--- src/rtl/tp_probe_mux.sv ---
// Test-point probe mux: any one of NCH x TPW test-point bits is routed to
// each of NOUT probe outputs and conditioned (direct/stretch/toggle/sticky).
// Ports:
//   clk, reset   system clock, synchronous active-high reset
//   sel          per-output select {channel, bit} fields, SELW bits each
//   mode         per-output 2-bit conditioning mode
//   clr          per-output clear of toggle/sticky/stretch state and counter
//   tp           NCH test-point vectors of TPW bits
//   tp_out       registered conditioned probe outputs
//   evt_cnt      per-output saturating rising-edge counters, CNTW bits each
module tp_probe_mux #(
    parameter int  NCH     = 4,
    parameter int  TPW     = 32,
    parameter int  NOUT    = 2,
    parameter int  STRETCH = 8,
    parameter int  CNTW    = 16,
    localparam int BW      = $clog2(TPW),
    localparam int CW      = (NCH > 1) ? $clog2(NCH) : 1,
    localparam int SELW    = CW + BW
) (
    input  logic                 clk,
    input  logic                 reset,
    input  logic [NOUT*SELW-1:0] sel,
    input  logic [2*NOUT-1:0]    mode,
    input  logic [NOUT-1:0]      clr,
    input  logic [NCH*TPW-1:0]   tp,
    output logic [NOUT-1:0]      tp_out,
    output logic [NOUT*CNTW-1:0] evt_cnt
);

    localparam int SCW = $clog2(STRETCH + 1);

    logic [TPW-1:0] w_tpv [NCH];

    for (genvar c = 0; c < NCH; c++) begin : g_ch
        assign w_tpv[c] = tp[c*TPW +: TPW];
    end

    for (genvar i = 0; i < NOUT; i++) begin : g_out
        logic [SELW-1:0] w_sel;
        logic [1:0]      w_mode;
        logic            w_chg;
        logic            w_blank;
        logic            w_pick;
        logic            w_rise;
        logic            w_st_n;
        logic [SCW-1:0]  w_scnt_n;
        logic            w_out_n;

        logic [SELW-1:0] r_sel_q;
        logic [1:0]      r_mode_q;
        logic [1:0]      r_blank;
        logic            r_a;
        logic            r_b;
        logic            r_bd;
        logic            r_st;
        logic [SCW-1:0]  r_scnt;
        logic            r_out;
        logic [CNTW-1:0] r_cnt;

        assign w_sel   = sel[i*SELW +: SELW];
        assign w_mode  = mode[2*i +: 2];
        assign w_chg   = (w_sel != r_sel_q) || (w_mode != r_mode_q);
        assign w_blank = (r_blank != 2'd0);
        assign w_rise  = r_b & ~r_bd & ~w_blank;

        // Channel fields with no matching channel leave the pick at 0.
        always_comb begin
            w_pick = 1'b0;
            for (int c = 0; c < NCH; c++) begin
                if (r_sel_q[SELW-1:BW] == CW'(c)) begin
                    w_pick = w_tpv[c][r_sel_q[BW-1:0]];
                end
            end
        end

        always_comb begin
            w_st_n   = r_st;
            w_scnt_n = r_scnt;
            w_out_n  = 1'b0;
            if (w_blank) begin
                w_st_n   = 1'b0;
                w_scnt_n = '0;
            end else if (clr[i]) begin
                w_st_n   = 1'b0;
                w_scnt_n = '0;
                w_out_n  = (r_mode_q == 2'd0) ? r_b : 1'b0;
            end else begin
                unique case (r_mode_q)
                    2'd0: w_out_n = r_b;
                    2'd1: begin
                        // Rise cycle itself is the first high cycle.
                        if (w_rise) begin
                            w_scnt_n = SCW'(STRETCH - 1);
                            w_out_n  = 1'b1;
                        end else if (r_scnt != '0) begin
                            w_scnt_n = r_scnt - 1'b1;
                            w_out_n  = 1'b1;
                        end
                    end
                    2'd2: begin
                        if (w_rise) w_st_n = ~r_st;
                        w_out_n = w_st_n;
                    end
                    2'd3: begin
                        if (w_rise) w_st_n = 1'b1;
                        w_out_n = w_st_n;
                    end
                endcase
            end
        end

        always_ff @(posedge clk) begin
            if (reset) begin
                r_sel_q  <= '0;
                r_mode_q <= '0;
                r_blank  <= 2'd2;
                r_a      <= 1'b0;
                r_b      <= 1'b0;
                r_bd     <= 1'b0;
                r_st     <= 1'b0;
                r_scnt   <= '0;
                r_out    <= 1'b0;
                r_cnt    <= '0;
            end else begin
                if (w_chg) begin
                    r_sel_q  <= w_sel;
                    r_mode_q <= w_mode;
                    r_blank  <= 2'd2;
                end else if (w_blank) begin
                    r_blank <= r_blank - 2'd1;
                end
                r_a    <= w_pick;
                r_b    <= r_a;
                r_bd   <= r_b;
                r_st   <= w_st_n;
                r_scnt <= w_scnt_n;
                r_out  <= w_out_n;
                if (clr[i]) begin
                    r_cnt <= '0;
                end else if (w_rise && (r_cnt != '1)) begin
                    r_cnt <= r_cnt + 1'b1;
                end
            end
        end

        assign tp_out[i]               = r_out;
        assign evt_cnt[i*CNTW +: CNTW] = r_cnt;
    end

endmodule

--- config.mk ---
export PLATFORM = sky130hd
export DESIGN_NAME = tp_probe_mux
export DESIGN_NICKNAME = d
export VERILOG_FILES = /design/src/rtl/tp_probe_mux.sv
export SDC_FILE = /design/constraint.sdc
export NUM_CORES = 1
export LEC_CHECK = 0
export ABC_AREA = 1
export CORE_MARGIN = 1
export CORE_UTILIZATION = 35
export CTS_CLUSTER_DIAMETER = 100
export CTS_CLUSTER_SIZE = 20
export DETAILED_ROUTE_END_ITERATION = 10
export PLACE_DENSITY = 0.62
export SYNTH_ARGS = -nofsm -noshare
export SYNTH_HDL_FRONTEND = slang
export SYNTH_SLANG_ARGS = --single-unit
--- constraint.sdc ---
create_clock -name clk -period 1.6 [get_ports clk]
set_clock_uncertainty 0.05 [all_clocks]
set_input_delay 0.48 -clock clk [delete_from_list [all_inputs] [get_ports clk]]
set_output_delay 0.48 -clock clk [all_outputs]
set_load 0.1 [all_outputs]
Yosys cells after proc, flatten, opt, wreduce, memory -nomap -nowiden
Index checks and enable logic that the tools add are counted.

Bits in registers: 72. Input bits: 150. Output and inout bits: 34. Word-level logic and storage cells: 126.

Add/subtract/negate cells: 6. Magnitude comparators: 2. Equality and inequality tests: 18. Mux-type cells: 44. Bitwise logic cells: 10. Reduce and logical (&&, ||, !) cells: 26.

Operator list (number): 1-bit binary-select mux with 5-bit select (8); 16-bit by 1-bit adder with 16-bit output, second input constant (2); 16-bit inequality test, second input constant (2); 1-bit 2-to-1 mux (28); 2-bit equality test, second input constant (8); 4-bit 2-to-1 mux (4); 7-bit inequality test (2); 5-bit by 6-bit less-than comparator with 1-bit output, second input constant (2); 2-bit nonzero test (6); 2-bit OR reduction (6); 2-bit by 1-bit equality test with 1-bit output, second input constant (4); 2-bit logical NOT (4); 1-bit one-hot mux with 4 select lines (2); 4-bit nonzero test (2); 4-bit by 1-bit subtractor with 4-bit output, second input constant (2); 1-bit NOT (6); 3-bit OR reduction (2); 1-bit AND (4); 2-bit inequality test (2); 1-bit one-hot mux with 2 select lines (2); 2-bit AND reduction (2); 2-bit by 1-bit subtractor with 2-bit output, second input constant (2); 1-bit logical AND (2); 1-bit logical OR (2).

Depth between registers and ports, before layout
Gate-level depths: netlist of run 1.

Depth in word-level cells: 6. Gate-level depth with buffers: 13. Mapped depth without buffers: 12.

Least setup slack after synthesis of run 1
OpenSTA, ideal clock, no wires.

Path kind: reg-to-reg. Start: register g_out[0].r_cnt[0]. End: register g_out[0].r_cnt[12]. Setup time: 0.166 ns. Arrival: 2.137 ns. Required time: 1.384 ns. Path slack: -0.752 ns. Stages on the path, launching flop included: 11. Buffers on the path: 0. Clock period less this slack: 2.352 ns. Cells stage by stage: dfxtp_1 > ha_1 > nand3_1 > nor3_1 > nand3_1 > nand2_2 > nor2_2 > nand2_1 > nor2_1 > o21ai_0 > a21oi_1.

Longest elaborated chain between the ends: 2. Elaborated cells on any way between the ends: 3. Classes of those cells: add/sub (1); eq/ne (1); reduce/logical (1).

Ends and longest elaborated chain: from (decl) (RTL line 59) `logic [CNTW-1:0] r_cnt;`; from (signal assigned) (RTL line 142) `r_cnt <= r_cnt + 1'b1;`; branches (longest 2 deep; another with 16-bit by 1-bit adder with 16-bit output).

Parallel ways; which one is timed is not known. A chain may end at the register's enable or synchronous reset.

Worst setup path in the final report of run 1
Start: register g_out[0].r_blank[0]. End: register g_out[0].r_cnt[11].

Longest elaborated chain between the ends: 4.

Ends and longest elaborated chain: from (decl) (RTL line 52) `logic [1:0] r_blank;`; from (signal assigned) (RTL line 131) `r_blank <= r_blank - 2'd1;`; 2-bit nonzero test (RTL line 64) `assign w_blank = (r_blank != 2'd0);`; 1-bit NOT (RTL line 65) `assign w_rise = r_b & ~r_bd & ~w_blank;`; 1-bit AND (RTL line 65); 1-bit logical AND (RTL line 141) `end else if (w_rise && (r_cnt != '1)) begin`.

Every way passes these cells.

==> impl_metrics.env, run 1 <==
export IMPL_fp_row_count=47
export IMPL_areaGrowthSynthToFinish_pct=71.67
export IMPL_yosys_warnings=0
export IMPL_grt_use_total_pct=26.40
export IMPL_io_pin_count=184
export IMPL_clk_latency_ns=0.34
export IMPL_r2r_slack_ns=-0.16
export IMPL_syn_avg_cell_area_um2=5.627
export IMPL_sw_frac_of_total_pct=29.58
export IMPL_cp_max_fo=6
export IMPL_via_per_inst=5.227
export IMPL_core_area_mm2=0.01652
export IMPL_cp_common_cell="nor2_4"
export IMPL_ys_ff_latch=72
export IMPL_cp_end_kind="register"
export IMPL_place_ws_ns=-0.3637
export IMPL_slowest_stage="dfxtp_2"
export IMPL_layout_drive_gt1_share_pct=23.63
export IMPL_synthCells=1051
export IMPL_setup_viol=38
export IMPL_path_class="reg2reg"
export IMPL_hold_class="reg2reg"
export IMPL_rsz0062_at_grt="yes"
export IMPL_grt_overflow=0
export IMPL_p_per_area_mw_per_mm2=522.0
export IMPL_slew_violations=0
export IMPL_wl_per_cell_um=15.93
export IMPL_use_met2_pct=42.71
export IMPL_synth_fp_nets=1211
export IMPL_htreeDepth=3
export IMPL_internal_power_uw=3733
export IMPL_status="complete, but fails checks"
export IMPL_fin_ws_ns=-0.1561
export IMPL_die_x_um=132.0
export IMPL_drt_wl_total_um=24460
export IMPL_start_util_pct=35.79
export IMPL_use_met1_pct=35.94
export IMPL_firstDrtPassIters=5
export IMPL_cts_root_buf="clkbuf_16"
export IMPL_crit_chain="inv_2 -> ha_4 -> inv_4 -> nor3_4 -> buf_6 -> nand2_8 -> nor2_4 -> nand2_4 -> nor2_4 -> nand2_1 -> nor3b_2"
export IMPL_cts_sinks=72
export IMPL_ys_types=36
export IMPL_violations="setup timing"
export IMPL_fmax_ghz=0.5695
export IMPL_layout_area_seq_mm2=0.001565
export IMPL_place_gp_congestion=0.8512
export IMPL_power_switching_uw=1568
export IMPL_worst_pin_slew_ns=0.3855
export IMPL_cp_required_ns=1.77
export IMPL_numPortBuffers=183
export IMPL_antenna_cells=0
export IMPL_postRouteAntennaNets=0
export IMPL_die_h_um=132.0
export IMPL_cts_buffers=9
export IMPL_final_nets=1471
export IMPL_fin_setup_tns_ns=-2.553
export IMPL_hold_viol=0
export IMPL_hpwl_um=16820
export IMPL_multi_input_area_mm2=0.004245
export IMPL_grt_util_met3_pct=3.422
export IMPL_period_share_pct=109.8
export IMPL_drcViolationCount=0
export IMPL_drv_cap=0
export IMPL_grt_max_degree=57
export IMPL_fin_util_pct=61.44
export IMPL_r2r_start="g_out[0].r_blank[0]"
export IMPL_die_area_mm2=0.01742
export IMPL_post_route_min_period_ns=1.756
export IMPL_clkTransAtPathRegs_ns=0.06
export IMPL_vias=8029
export IMPL_leakagePower_uw=0.004407
export IMPL_cp_start_kind="register"
export IMPL_crit_path_end="g_out[0].r_cnt[11]"
export IMPL_cp_startpoint="g_out[0].r_blank[0]"
export IMPL_crit_arrival_ns=1.93
export IMPL_fillers=1541
export IMPL_relSlewSlack_pct=74.10
export IMPL_irDropWorstVdd_mv=0.7886
export IMPL_ff2ff_path_depth=11
export IMPL_combPwrFrac_pct=28.4
export IMPL_critPathMaxStageDelay_ns=0.32
export IMPL_grt_pass1_wl_um=37180
export IMPL_antenna_found_initial=0
export IMPL_seqPwrFrac_pct=34.5
export IMPL_drt_iter0_drc=761
export IMPL_grt_busiest_layer="met2"
export IMPL_syn_cell_area_mm2=0.005914
export IMPL_ys_seq_area_share_pct=24.37
export IMPL_clk_path_buf_depth=2
export IMPL_clockPowerShare_pct=37.1
export IMPL_cts_tree="done"
export IMPL_r2r_end="g_out[0].r_cnt[11]"
export IMPL_grt_pass1_vias=7240
metal layers:
metal  vias up  share of wire (%)
li1       3952                  -
met1      3639                 43
met2       385                 46
met3        53                8.3
met4         0                2.5
met5         -                  0
area by class of cell:
cell class | instances | area share [%]
Clock inverter | 6 | 0.5915
Inverter | 91 | 3.672
Tap cell | 220 | 2.711
Sequential cell | 72 | 15.42
Timing Repair Buffer | 305 | 33.54
Clock buffer | 10 | 2.255
Multi-Input combinational cell | 832 | 41.81
synth_stat cells:
cell | n | area [um2]
a211oi_1 | 1 | 7.510
nor3_1 | 12 | 60.06
o21ai_0 | 31 | 155.2
o22ai_1 | 2 | 12.51
nand3_2 | 1 | 10.01
nand4_1 | 10 | 62.56
nand2_1 | 378 | 1419
nand2_4 | 1 | 11.26
nand3_1 | 247 | 1236
dfxtp_1 | 72 | 1441
xor2_1 | 9 | 78.83
nor4_1 | 2 | 12.51
o41ai_1 | 2 | 17.52
o21ai_1 | 2 | 10.01
nor2_4 | 2 | 22.52
buf_1 | 2 | 7.510
nor4_2 | 1 | 12.51
o21a_1 | 1 | 7.510
nor2_1 | 74 | 277.8
a21oi_1 | 30 | 150.1
nand2_2 | 2 | 12.51
inv_2 | 8 | 30.03
o21ba_2 | 1 | 10.01
ha_1 | 10 | 125.1
nor3b_1 | 1 | 7.510
buf_4 | 12 | 90.09
inv_1 | 81 | 304.0
nor3_4 | 3 | 48.80
a211o_1 | 1 | 8.760
clkinv_1 | 2 | 7.510
buf_2 | 34 | 170.2
nor2_2 | 1 | 6.260
clkbuf_1 | 8 | 30.03
nor3b_2 | 1 | 12.51
o211ai_1 | 1 | 7.510
a31oi_1 | 5 | 31.28
critical path, delay by kind of cell (launching register included):
| family | cells | cell delay [ns] |
|---|---|---|
| adder cells (fa/ha/maj) | 1 | 0.14 |
| flip-flops | 1 | 0.32 |
| AND/OR/NAND/NOR | 7 | 0.87 |
| buffers and inverters | 3 | 0.27 |
flip-flops by register name (all words and copies together), names as in the netlist:
| name | count |
|---|---|
| g_out.r_cnt | 32 |
| g_out.r_sel_q | 14 |
| g_out.r_scnt | 8 |
| g_out.r_blank | 4 |
| g_out.r_mode_q | 4 |
| g_out.r_a | 2 |
| g_out.r_b | 2 |
| g_out.r_bd | 2 |
| g_out.r_out | 2 |
| g_out.r_st | 2 |
cells in the final DEF, fill, tap and decap left out, types with 11 or more instances in the layout:
cell type	netlist	routed
clkbuf_16	0	15
nor2_1	74	64
inv_2	8	11
nand3_2	1	18
buf_6	0	12
dfxtp_4	0	29
o21ai_1	2	15
buf_12	0	44
nand2_1	378	372
inv_1	81	69
clkdlybuf4s50_1	0	141
buf_4	12	91
nand3_1	247	228
dfxtp_2	0	12
a21oi_1	30	23
dfxtp_1	72	31
o21ai_2	0	12
through the flow:
step	instance area [um2]	cells	total power (uW)	hold WS, ns
3_5_place_dp	9049	1490	3223	0.3681
2_1_floorplan	6106	1051	2511	0.3383
3_3_place_gp	9049	1490	3222	0.3675
4_1_cts	9513	1516	5221	0.3843
5_1_grt	10150	1536	5581	0.4017
6_report	10150	1536	5300	0.3794
logic make-up (layout without fill, tap and decap cells):
group	count (synthesis)	in the layout	share of synthesized area [%]
XOR/XNOR	9	9	1.333
adder cells (fa/ha/maj)	10	10	2.116
buffers and inverters	147	412	10.81
AND/OR/NAND/NOR	736	736	54.31
AO/OA/AOI/OAI	77	77	7.066
flip-flops	72	72	24.37
power groups by stage:
stage / clock network (uW) / logic, uW / registers [uW]
floorplan: 0 / 670 / 1840
global placement: 0 / 1360 / 1860
detailed placement: 0 / 1360 / 1860
CTS: 2020 / 1380 / 1820
global route: 2110 / 1640 / 1830
finish: 1970 / 1510 / 1830
worst min path at each step:
stage / depth (start not counted) / to / startpoint / slack (ns)
5_1_grt: 2 / g_out[1].r_b / g_out[1].r_a / 0.40
3_5_place_dp: 2 / g_out[0].r_b / g_out[0].r_a / 0.37
3_3_place_gp: 2 / g_out[1].r_b / g_out[1].r_a / 0.37
4_1_cts: 2 / g_out[0].r_b / g_out[0].r_a / 0.38
2_1_floorplan: 2 / g_out[0].r_b / g_out[0].r_a / 0.34
6_report: 2 / g_out[1].r_b / g_out[1].r_a / 0.38
repair_timing:
action,4_1_cts,5_1_grt
pin swaps,12,45
endpoints found under the setup margin,43,48
gates cloned,0,8
gates resized for setup,31,121
setup buffers,10,13
hold buffers,0,0
Power figures use the tool's default switching activity.
==> run 2, diff against run 1 <==
Settings changed: CORE_UTILIZATION 35 to 43, PLACE_DENSITY 0.62 to 0.75.
Clock period 1.6 ns to 1.5 ns, I/O delays scaled along.
==> run 2 against run 1 <==
Effect of this change:
- the run still ends with setup timing left
- register-to-register slack worse by 0.25 ns
- first-iteration DRC count up 120%
- clock-buffer cell count up 2
- maximum frequency down 7.9%
- die area down 18%
- sequential cell count unchanged
- highest routed layer unchanged
==> impl_metrics.env, run 2 (same netlist as run 1, synthesis figures left out) <==
export IMPL_status="complete, but fails checks"
export IMPL_violations="setup timing"
export IMPL_die_h_um=119.3
export IMPL_cts_buffers=9
export IMPL_relSlewSlack_pct=67.95
export IMPL_drt_iter0_drc=1668
export IMPL_postRouteAntennaNets=0
export IMPL_largest_reg_flops=32
export IMPL_layout_commonest_cell="nand2_1"
export IMPL_fmax_ghz=0.5247
export IMPL_final_cell_mix="nand2_1, nand3_1, clkdlybuf4s50_1"
export IMPL_r2r_start="g_out[0].r_blank[0]"
export IMPL_worst_hold_startpoint="sel[8]"
export IMPL_slew_violations=0
export IMPL_fin_ws_ns=-0.4059
export IMPL_rsz0062_at_grt="yes"
export IMPL_drv_cap=0
export IMPL_cts_sinks=72
export IMPL_grt_use_total_pct=33.33
export IMPL_post_route_min_period_ns=1.906
export IMPL_cp_startpoint="g_out[0].r_blank[0]"
export IMPL_numPortBuffers=183
export IMPL_crit_arrival_ns=2.10
export IMPL_registers_top_by_ff_count="g_out.r_cnt"
export IMPL_leakagePower_uw=0.004770
export IMPL_drcViolationCount=0
export IMPL_htreeDepth=3
export IMPL_die_area_mm2=0.01423
export IMPL_via_per_inst=5.909
export IMPL_start_util_pct=44.31
export IMPL_core_area_mm2=0.01335
export IMPL_ff2ff_path_depth=12
export IMPL_grt_pass1_wl_um=37700
export IMPL_worst_pin_slew_ns=0.4790
export IMPL_cts_tree="done"
export IMPL_path_class="reg2reg"
export IMPL_cp_start_kind="register"
export IMPL_die_x_um=119.3
export IMPL_hold_viol=0
export IMPL_irDropWorstVdd_mv=0.7894
export IMPL_hold_buffers=0
export IMPL_cp_end_kind="register"
export IMPL_antenna_found_initial=4
export IMPL_hold_end="g_out[1].r_sel_q[1]"
export IMPL_period_share_pct=127.1
export IMPL_cp_max_fo=4
export IMPL_vias=9106
export IMPL_grt_pass1_vias=7765
export IMPL_wl_per_cell_um=19.28
export IMPL_fillers=843
export IMPL_setup_viol=53
export IMPL_clk_latency_ns=0.35
export IMPL_clk_path_buf_depth=2
export IMPL_cp_required_ns=1.70
export IMPL_areaGrowthSynthToFinish_pct=84.41
export IMPL_io_pin_count=184
export IMPL_fp_row_count=42
export IMPL_firstDrtPassIters=7
export IMPL_top_regs="g_out.r_cnt (32), g_out.r_sel_q (14), g_out.r_scnt (8)"
export IMPL_p_per_area_mw_per_mm2=550.7
export IMPL_place_gp_congestion=0.8948
export IMPL_layout_drive_gt1_share_pct=30.05
export IMPL_r2r_slack_ns=-0.41
export IMPL_hold_path_cell_count=3
export IMPL_final_nets=1516
export IMPL_hold_class="in2reg"
export IMPL_holdWs_ns=0.3323
export IMPL_hpwl_um=16420
export IMPL_grt_max_degree=53
export IMPL_cts_root_buf="clkbuf_16"
export IMPL_power_uw=6006
export IMPL_clkTransAtPathRegs_ns=0.07
export IMPL_grt_overflow=0
export IMPL_drt_wl_total_um=29700
export IMPL_r2r_end="g_out[0].r_scnt[0]"
-- run 2: worst max-delay path by stage --
stage	slack (ns)	cells after the start	endpoint
after floorplan	-0.19	10	g_out[0].r_cnt[10]
after global placement	-0.32	7	g_out[0].r_blank[1]
after detailed placement	-0.38	7	g_out[0].r_blank[1]
after CTS	-0.19	13	g_out[1].r_scnt[3]
after global routing	-0.42	12	g_out[0].r_scnt[0]
final	-0.41	12	g_out[0].r_scnt[0]
-- run 2: repair_timing --
| action | CTS | global route |
|---|---|---|
| pin swaps | 21 | 52 |
| setup endpoints to repair | 62 | 70 |
| setup buffers | 13 | 33 |
| cloned | 2 | 8 |
| hold endpoints to repair | 0 | 0 |
| gates resized for setup | 92 | 135 |
-- run 2: per-layer routing --
metal / global-route usage [%] / part of all wire (%)
met3: 8.238 / 12
met4: 15.59 / 6.6
met1: 39.95 / 36
met2: 55.67 / 46
met5: 0 / 0
-- run 2: metrics by stage --
step                setup TNS [ns]  cells  worst slack (ns)  area, um2  util [%]
floorplan                   -3.416   1051           -0.1917       6135         -
global placement            -10.30   1469           -0.3218       9233     69.17
detailed placement          -12.36   1469           -0.3837       9233     69.17
CTS                         -3.224   1498           -0.1889       9985     74.80
global route                -12.12   1541           -0.4173      10910     81.71
finish                      -8.769   1541           -0.4059      10910     81.71
-- run 2: power by group --
part	total (uW)	leakage, uW	switching, uW	internal [uW]
Clock	2330	0.000160	948	1380
Combinational	1730	0.00400	894	833
Sequential	1950	0.000613	49.3	1900
Total	6010	0.00477	1890	4110
-- run 2: layout make-up --
type / instances / area, um2 / share of cell area [%]
Antenna cell: 4 / 10.01 / 0.09177
Clock buffer: 12 / 289.0 / 2.650
Clock inverter: 4 / 28.78 / 0.2639
Inverter: 91 / 396.6 / 3.637
Multi-Input combinational cell: 832 / 4451 / 40.81
Sequential cell: 72 / 1569 / 14.39
Tap cell: 176 / 220.2 / 2.019
Timing Repair Buffer: 350 / 3943 / 36.15
-- run 2: worst max-delay path: stages, from the launching register on --
cell and delay (ns):
dfxtp_2 0.33, inv_2 0.07, ha_4 0.15, inv_4 0.04, nor3_4 0.18, buf_4 0.16
nor2_2 0.04, nor2_1 0.11, nand2_1 0.10, inv_2 0.12, buf_6 0.13, o21ai_2 0.07
a21oi_2 0.26
